`src/rtl/tt_seq_pkg.sv`:
```
// Shared types and helpers for the truth-table stimulus sequencers.
package tt_seq_pkg;

  // Width of the settle down-counter; supports settle intervals of 1..15 cycles.
  localparam int SETTLE_W = 4;

  typedef enum logic [1:0] {
    IDLE   = 2'd0,
    DRIVE  = 2'd1,
    SAMPLE = 2'd2,
    DONE   = 2'd3
  } state_t;

  // Number of input vectors for an n_in-input datapath.
  function automatic int nvec(input int n_in);
    return 1 << n_in;
  endfunction

endpackage

```
`src/rtl/tt_settle_timer.sv`:
```
// Loadable down-counter with a zero flag. It holds at zero, and a load
// takes priority over a decrement.
module tt_settle_timer
  import tt_seq_pkg::*;
(
  input  logic                clk,
  input  logic                rst_n,
  input  logic                load,
  input  logic [SETTLE_W-1:0] load_val,
  input  logic                dec,
  output logic                zero
);

  logic [SETTLE_W-1:0] count;

  // Counter register: load, or count down toward zero.
  // NOTE: sequential state uses non-blocking (<=) so all flops update together at the edge.
  always_ff @(posedge clk or negedge rst_n) begin
    if (!rst_n) begin
      count <= '0;
    end else if (load) begin
      count <= load_val;
    end else if (dec && (count != '0)) begin
      count <= count - SETTLE_W'(1);
    end
  end

  assign zero = (count == '0);

endmodule

```
`src/rtl/truth_table_sequencer.sv`:
```
// Drives every input combination onto an external two-input gate datapath.
// It waits SETTLE cycles per vector, samples each function output, and
// assembles a packed truth table. The table is compared with an expected
// vector at the end of the run.
module truth_table_sequencer
  import tt_seq_pkg::*;
#(
  parameter  int N_IN   = 2,
  parameter  int N_FN   = 2,
  parameter  int SETTLE = 1,
  localparam int NVEC   = nvec(N_IN),
  localparam int TW     = N_FN * NVEC
) (
  input  logic            clk,
  input  logic            rst_n,
  input  logic            start,
  output logic [N_IN-1:0] x_out,
  input  logic [N_FN-1:0] fn_in,
  input  logic [TW-1:0]   exp_in,
  output logic [TW-1:0]   table_out,
  output logic            busy,
  output logic            done,
  output logic            match
);

  state_t              state;
  logic [N_IN-1:0]     idx;
  logic [TW-1:0]       table_q;
  logic [TW-1:0]       table_sampled;
  logic                match_q;
  logic                last_vec;
  logic                timer_load;
  logic                timer_dec;
  logic                timer_zero;
  logic [SETTLE_W-1:0] timer_val;

  assign last_vec  = (idx == {N_IN{1'b1}});
  assign timer_val = SETTLE_W'(SETTLE - 1);

  // Table with the current vector's function outputs merged in. Used both as
  // the next table value and as the operand of the final compare, so that the
  // compare sees the bits captured in the last SAMPLE cycle.
  // NOTE: every combinational output gets a default first, so no path can infer a latch.
  always_comb begin
    table_sampled = table_q;
    for (int f = 0; f < N_FN; f++) begin
      for (int v = 0; v < NVEC; v++) begin
        if (v == int'(idx)) table_sampled[f*NVEC + v] = fn_in[f];
      end
    end
  end

  // Settle timer control: reload at the start of each vector, count in DRIVE.
  always_comb begin
    timer_load = ((state == IDLE) && start) || ((state == SAMPLE) && !last_vec);
    timer_dec  = (state == DRIVE);
  end

  tt_settle_timer u_settle (
    .clk      (clk),
    .rst_n    (rst_n),
    .load     (timer_load),
    .load_val (timer_val),
    .dec      (timer_dec),
    .zero     (timer_zero)
  );

  // Sequencer FSM: walks idx through every vector and captures the table.
  // NOTE: all state is reset asynchronously, so a reset in the middle of a run leaves nothing stale.
  always_ff @(posedge clk or negedge rst_n) begin
    if (!rst_n) begin
      state   <= IDLE;
      idx     <= '0;
      table_q <= '0;
      match_q <= 1'b0;
    end else begin
      case (state)
        IDLE: begin
          if (start) begin
            state   <= DRIVE;
            idx     <= '0;
            table_q <= '0;
            match_q <= 1'b0;
          end
        end
        DRIVE: begin
          if (timer_zero) state <= SAMPLE;
        end
        SAMPLE: begin
          table_q <= table_sampled;
          if (last_vec) begin
            state   <= DONE;
            match_q <= (table_sampled == exp_in);
          end else begin
            idx   <= idx + N_IN'(1);
            state <= DRIVE;
          end
        end
        DONE: begin
          state <= IDLE;
        end
        default: begin
          state <= IDLE;
        end
      endcase
    end
  end

  // x_out follows idx directly. It therefore holds the last vector after a run ends.
  assign x_out     = idx;
  assign table_out = table_q;
  assign match     = match_q;
  assign busy      = (state == DRIVE) || (state == SAMPLE);
  assign done      = (state == DONE);

endmodule
```
`config.mk`:
```
export PLATFORM = sky130hd
export DESIGN_NAME = truth_table_sequencer
export DESIGN_NICKNAME = d
export VERILOG_FILES = /design/src/rtl/tt_seq_pkg.sv /design/src/rtl/tt_settle_timer.sv /design/src/rtl/truth_table_sequencer.sv
export SDC_FILE = /design/constraint.sdc
export NUM_CORES = 1
export LEC_CHECK = 0
export BUFFER_PORTS_ARGS = -buffer_cell sky130_fd_sc_hd__buf_4
export CAP_MARGIN = 40
export CORE_MARGIN = 2
export CORE_UTILIZATION = 34
export CTS_CLUSTER_SIZE = 12
export DETAILED_ROUTE_END_ITERATION = 8
export GPL_TIMING_DRIVEN = 0
export PLACE_DENSITY = 0.55
export SYNTH_ARGS = -nofsm -noshare
export SYNTH_HDL_FRONTEND = slang
export SYNTH_SLANG_ARGS = --single-unit
```
`constraint.sdc`:
```
create_clock -name clk -period 2.24 [get_ports clk]
set_clock_uncertainty 0.15 [all_clocks]
set_input_delay 0.448 -clock clk [delete_from_list [all_inputs] [get_ports clk]]
set_output_delay 0.448 -clock clk [all_outputs]
set_load 0.05 [all_outputs]
```
==> key figures <==
Floorplan
  – Die W: 61.8 um
  – Die area: 3820 um2
  – Placeable core area: 3130 um2
  – Row cnt: 20
  – Die Ht: 61.8 um
  – Initial Util: 36.3%
  – # IOs: 26

Routing
  – Initial DRC count: 70
  – Number of detailed-route iterations in the first pass: 4
  – Post-DR vias/cell: 4.86
  – Wire length per cell: 13.0 um
  – Via Count: 952
  – Detail Route Antenna Nets: 0
  – Final wirelength: 2.55 mm
  – DR DRC count: 0

Logic synthesis
  – Register area share after synthesis: 37.4%
  – Mapped Area: 1140 um2
  – Main synth FF type: dfrtp_1
  – Seq cells post-synth: 17
  – Post-synthesis cell type count: 28
  – Syn_area_per_cell: 9.09 um2
  – Synthesized instance count: 125
  – Post-synthesis net count: 148
  – EDFF count, synth: 0
  – Ys async rst share: 100%
  – YS warnings: 0

Min path
  – Worst Hold Class: in2reg

Clocking
  – CTS tree: yes
  – CTS buffer count: 3
  – CTS root buf: clkbuf_4
  – Clk sinks: 17
  – Worst-Skew Late Latency: 0.29 ns
  – Clock transition at path regs: 0.11 ns
  – Clock Path Buffers: 2
  – Number of H-tree levels: 1

Cells and area
  – Layout Area Growth over Synthesis: 23.0%
  – Layout cells sized above 1: 19.1%
  – Nets: 176
  – Fin cells: 196
  – Layout fillers: 321
  – ANT cells: 0

Timing
  – Fin crit share: 94.3%
  – Worst-Margin Slew: 0.404 ns
  – Fmax: 473 MHz
  – Setup WS post-layout: 0.128 ns
  – Normalized max-slew margin: 73.0%
  – Max-slew violations: 0
  – Setup TNS Final: 0 ns
  – Final setup viols: 0
  – Endpoints failing hold: 0
  – RSZ-0062 raised after global routing: no
  – Fin crit period: 2.11 ns

Worst setup path
  – Data required, critical path: 2.31 ns
  – Crit Path Max Fanout: 7
  – Crit path buffers/inverters: 1
  – Crit-path leading delay family: simple AND/OR/NAND/NOR gates
  – Crit path kind: reg2reg
  – Critical-path cell list: inv_1, ha_1, mux2i_1, xnor2_1, or4_1, o21ai_1
  – Slowest CP cell: or4_1
  – CP peak stage delay: 0.51 ns
  – Critical path capture point type: register
  – CP startpoint kind: register
  – Worst Path Arrival: 2.18 ns

Placed design
  – DP HPWL: 1.89 mm
  – Final Wtd Congestion: 0.770
  – Pre-CTS WS: 0.148 ns
  – Placed Cells: 192
  – I/O Buffers: 23

Global routing
  – Total track usage: 14.7%
  – Initial antenna violation count: 0
  – First-pass GRT wire length: 4.13 mm
  – Largest net degree at the start of global routing: 18
  – Grt ovf: 0
  – Number of global-route vias before repair: 899

Pwr
  – Sw power: 1.06 mW
  – Net Sw Frac: 52.3%
  – Combinational Power Share: 64.3%
  – Power Internal: 970 uW
  – Clock share of power: 8.4%
  – LEAKAGE: 0.649 nW
  – Flop pwr share: 27.3%
  – Power density cells: 1460 nW/um2
  – Overall Power: 2.03 mW
  – VDD IR-drop max: 0.607 mV

Outcome
  – Status: finished, final reports clean

Run
  – Max cap viols: 0
==> worst register-to-register path: stages, from the launching register on <==
cell	delay (ns)
dfrtp_1	0.48
inv_1	0.12
ha_1	0.30
mux2i_1	0.25
xnor2_1	0.09
or4_1	0.51
o21ai_1	0.14
==> cell type report <==
type	count	area (um2)	area share, %
multi-input cells	95	647	46.3
plain buffers	5	35.0	2.51
well taps	44	55.1	3.94
flip-flops and latches	17	425	30.4
repair buffers	24	183	13.1
clock buffers	4	26.3	1.88
inverters	7	26.3	1.88
==> cells in the final DEF, fill, tap and decap left out, drive strengths merged <==
| master | netlist | final |
|---|---|---|
| or3 | 1 | 1 |
| and2 | 1 | 1 |
| a21oi | 4 | 4 |
| nand4 | 1 | 1 |
| and2b | 2 | 2 |
| mux2i | 7 | 7 |
| inv | 7 | 7 |
| nand3b | 1 | 1 |
| nand2b | 1 | 1 |
| nor3 | 2 | 2 |
| xnor2 | 4 | 4 |
| or3b | 1 | 1 |
| xor2 | 6 | 6 |
| a31oi | 9 | 9 |
| nand3 | 1 | 1 |
| dfrtp | 17 | 17 |
| clkbuf | 4 | 7 |
| a22oi | 1 | 1 |
| buf | 2 | 25 |
| a211oi | 1 | 1 |
| dlygate4sd3 | 0 | 1 |
| o21ai | 15 | 15 |
| a21o | 1 | 1 |
| or4 | 1 | 1 |
| nor2 | 5 | 5 |
| ha | 10 | 10 |
| nand2 | 13 | 13 |
| nor2b | 7 | 7 |
==> per-layer routing <==
metal	vias up	track usage, %	share of wire (%)
li1	480	-	-
met1	456	20.0	49
met2	14	22.4	47
met3	2	2.69	3.1
met4	0	6.99	0.94
met5	-	0	0
==> flip-flops by register name (all words and copies together), names as in the netlist <==
register and flops:
table_out 8, u_settle.count 4, state 2, x_out 2
match 1
==> power by group through the flow <==
stage / registers (mW) / logic [mW] / clock network (mW)
floorplan: 0.762 / 0.774 / 0
global placement: 0.549 / 1.29 / 0
detailed placement: 0.561 / 1.31 / 0
CTS: 0.553 / 1.32 / 0.180
global route: 0.577 / 1.44 / 0.193
finish: 0.555 / 1.31 / 0.170
==> path summary, 6_finish.rpt <==
check                              from           endpoint  slack, ns  depth (start not counted)
max                            x_out[0]              match       0.13                          6
min                           exp_in[6]              match       0.32                          4
max reg2reg                    x_out[0]              match       0.13                          6
min reg2reg                table_out[0]       table_out[0]       0.39                          2
max in group asynchronous         rst_n  u_settle.count[0]       1.34                          2
min in group asynchronous         rst_n       table_out[6]       0.40                          2
==> synthesized netlist by cell type (4+ instances only) <==
cell	instances	area share, %
inv_1	7	2.3
ha_1	10	11
a21oi_1	4	1.8
a31oi_1	9	5.0
o21ai_0	12	5.3
nand2_1	13	4.3
xnor2_1	4	3.1
xor2_1	6	4.6
clkbuf_1	4	1.3
dfrtp_1	17	37
nor2b_1	7	3.9
mux2i_1	7	6.2
nor2_1	5	1.7
==> metrics by stage <==
step	area, um2	utilization, %	hold WS (ns)
2_1_floorplan	1140	-	0.00241
3_3_place_gp	1360	43.6	0.179
3_5_place_dp	1360	43.6	0.185
4_1_cts	1400	44.8	0.319
5_1_grt	1400	44.7	0.326
6_report	1400	44.7	0.322
==> logic make-up after synthesis <==
group / Yosys count / synth area share (%)
AND/OR/NAND/NOR: 37 / 16.7
AO/OA/AOI/OAI: 31 / 15.3
flip-flops: 17 / 37.4
buffers and inverters: 13 / 5.62
XOR/XNOR: 10 / 7.71
adder cells (fa/ha/maj): 10 / 11.0
multiplexers: 7 / 6.17
==> repair_timing <==
| item | 4_1_cts | 5_1_grt |
|---|---|---|
| endpoints found under the setup margin | 0 | 10 |
| setup buffers | 0 | 0 |
| resized for setup | 0 | 2 |
| endpoints found under the hold margin | 17 | 0 |
| hold buffers | 1 | 0 |
Note: power is estimated with default switching activity, not from simulation.
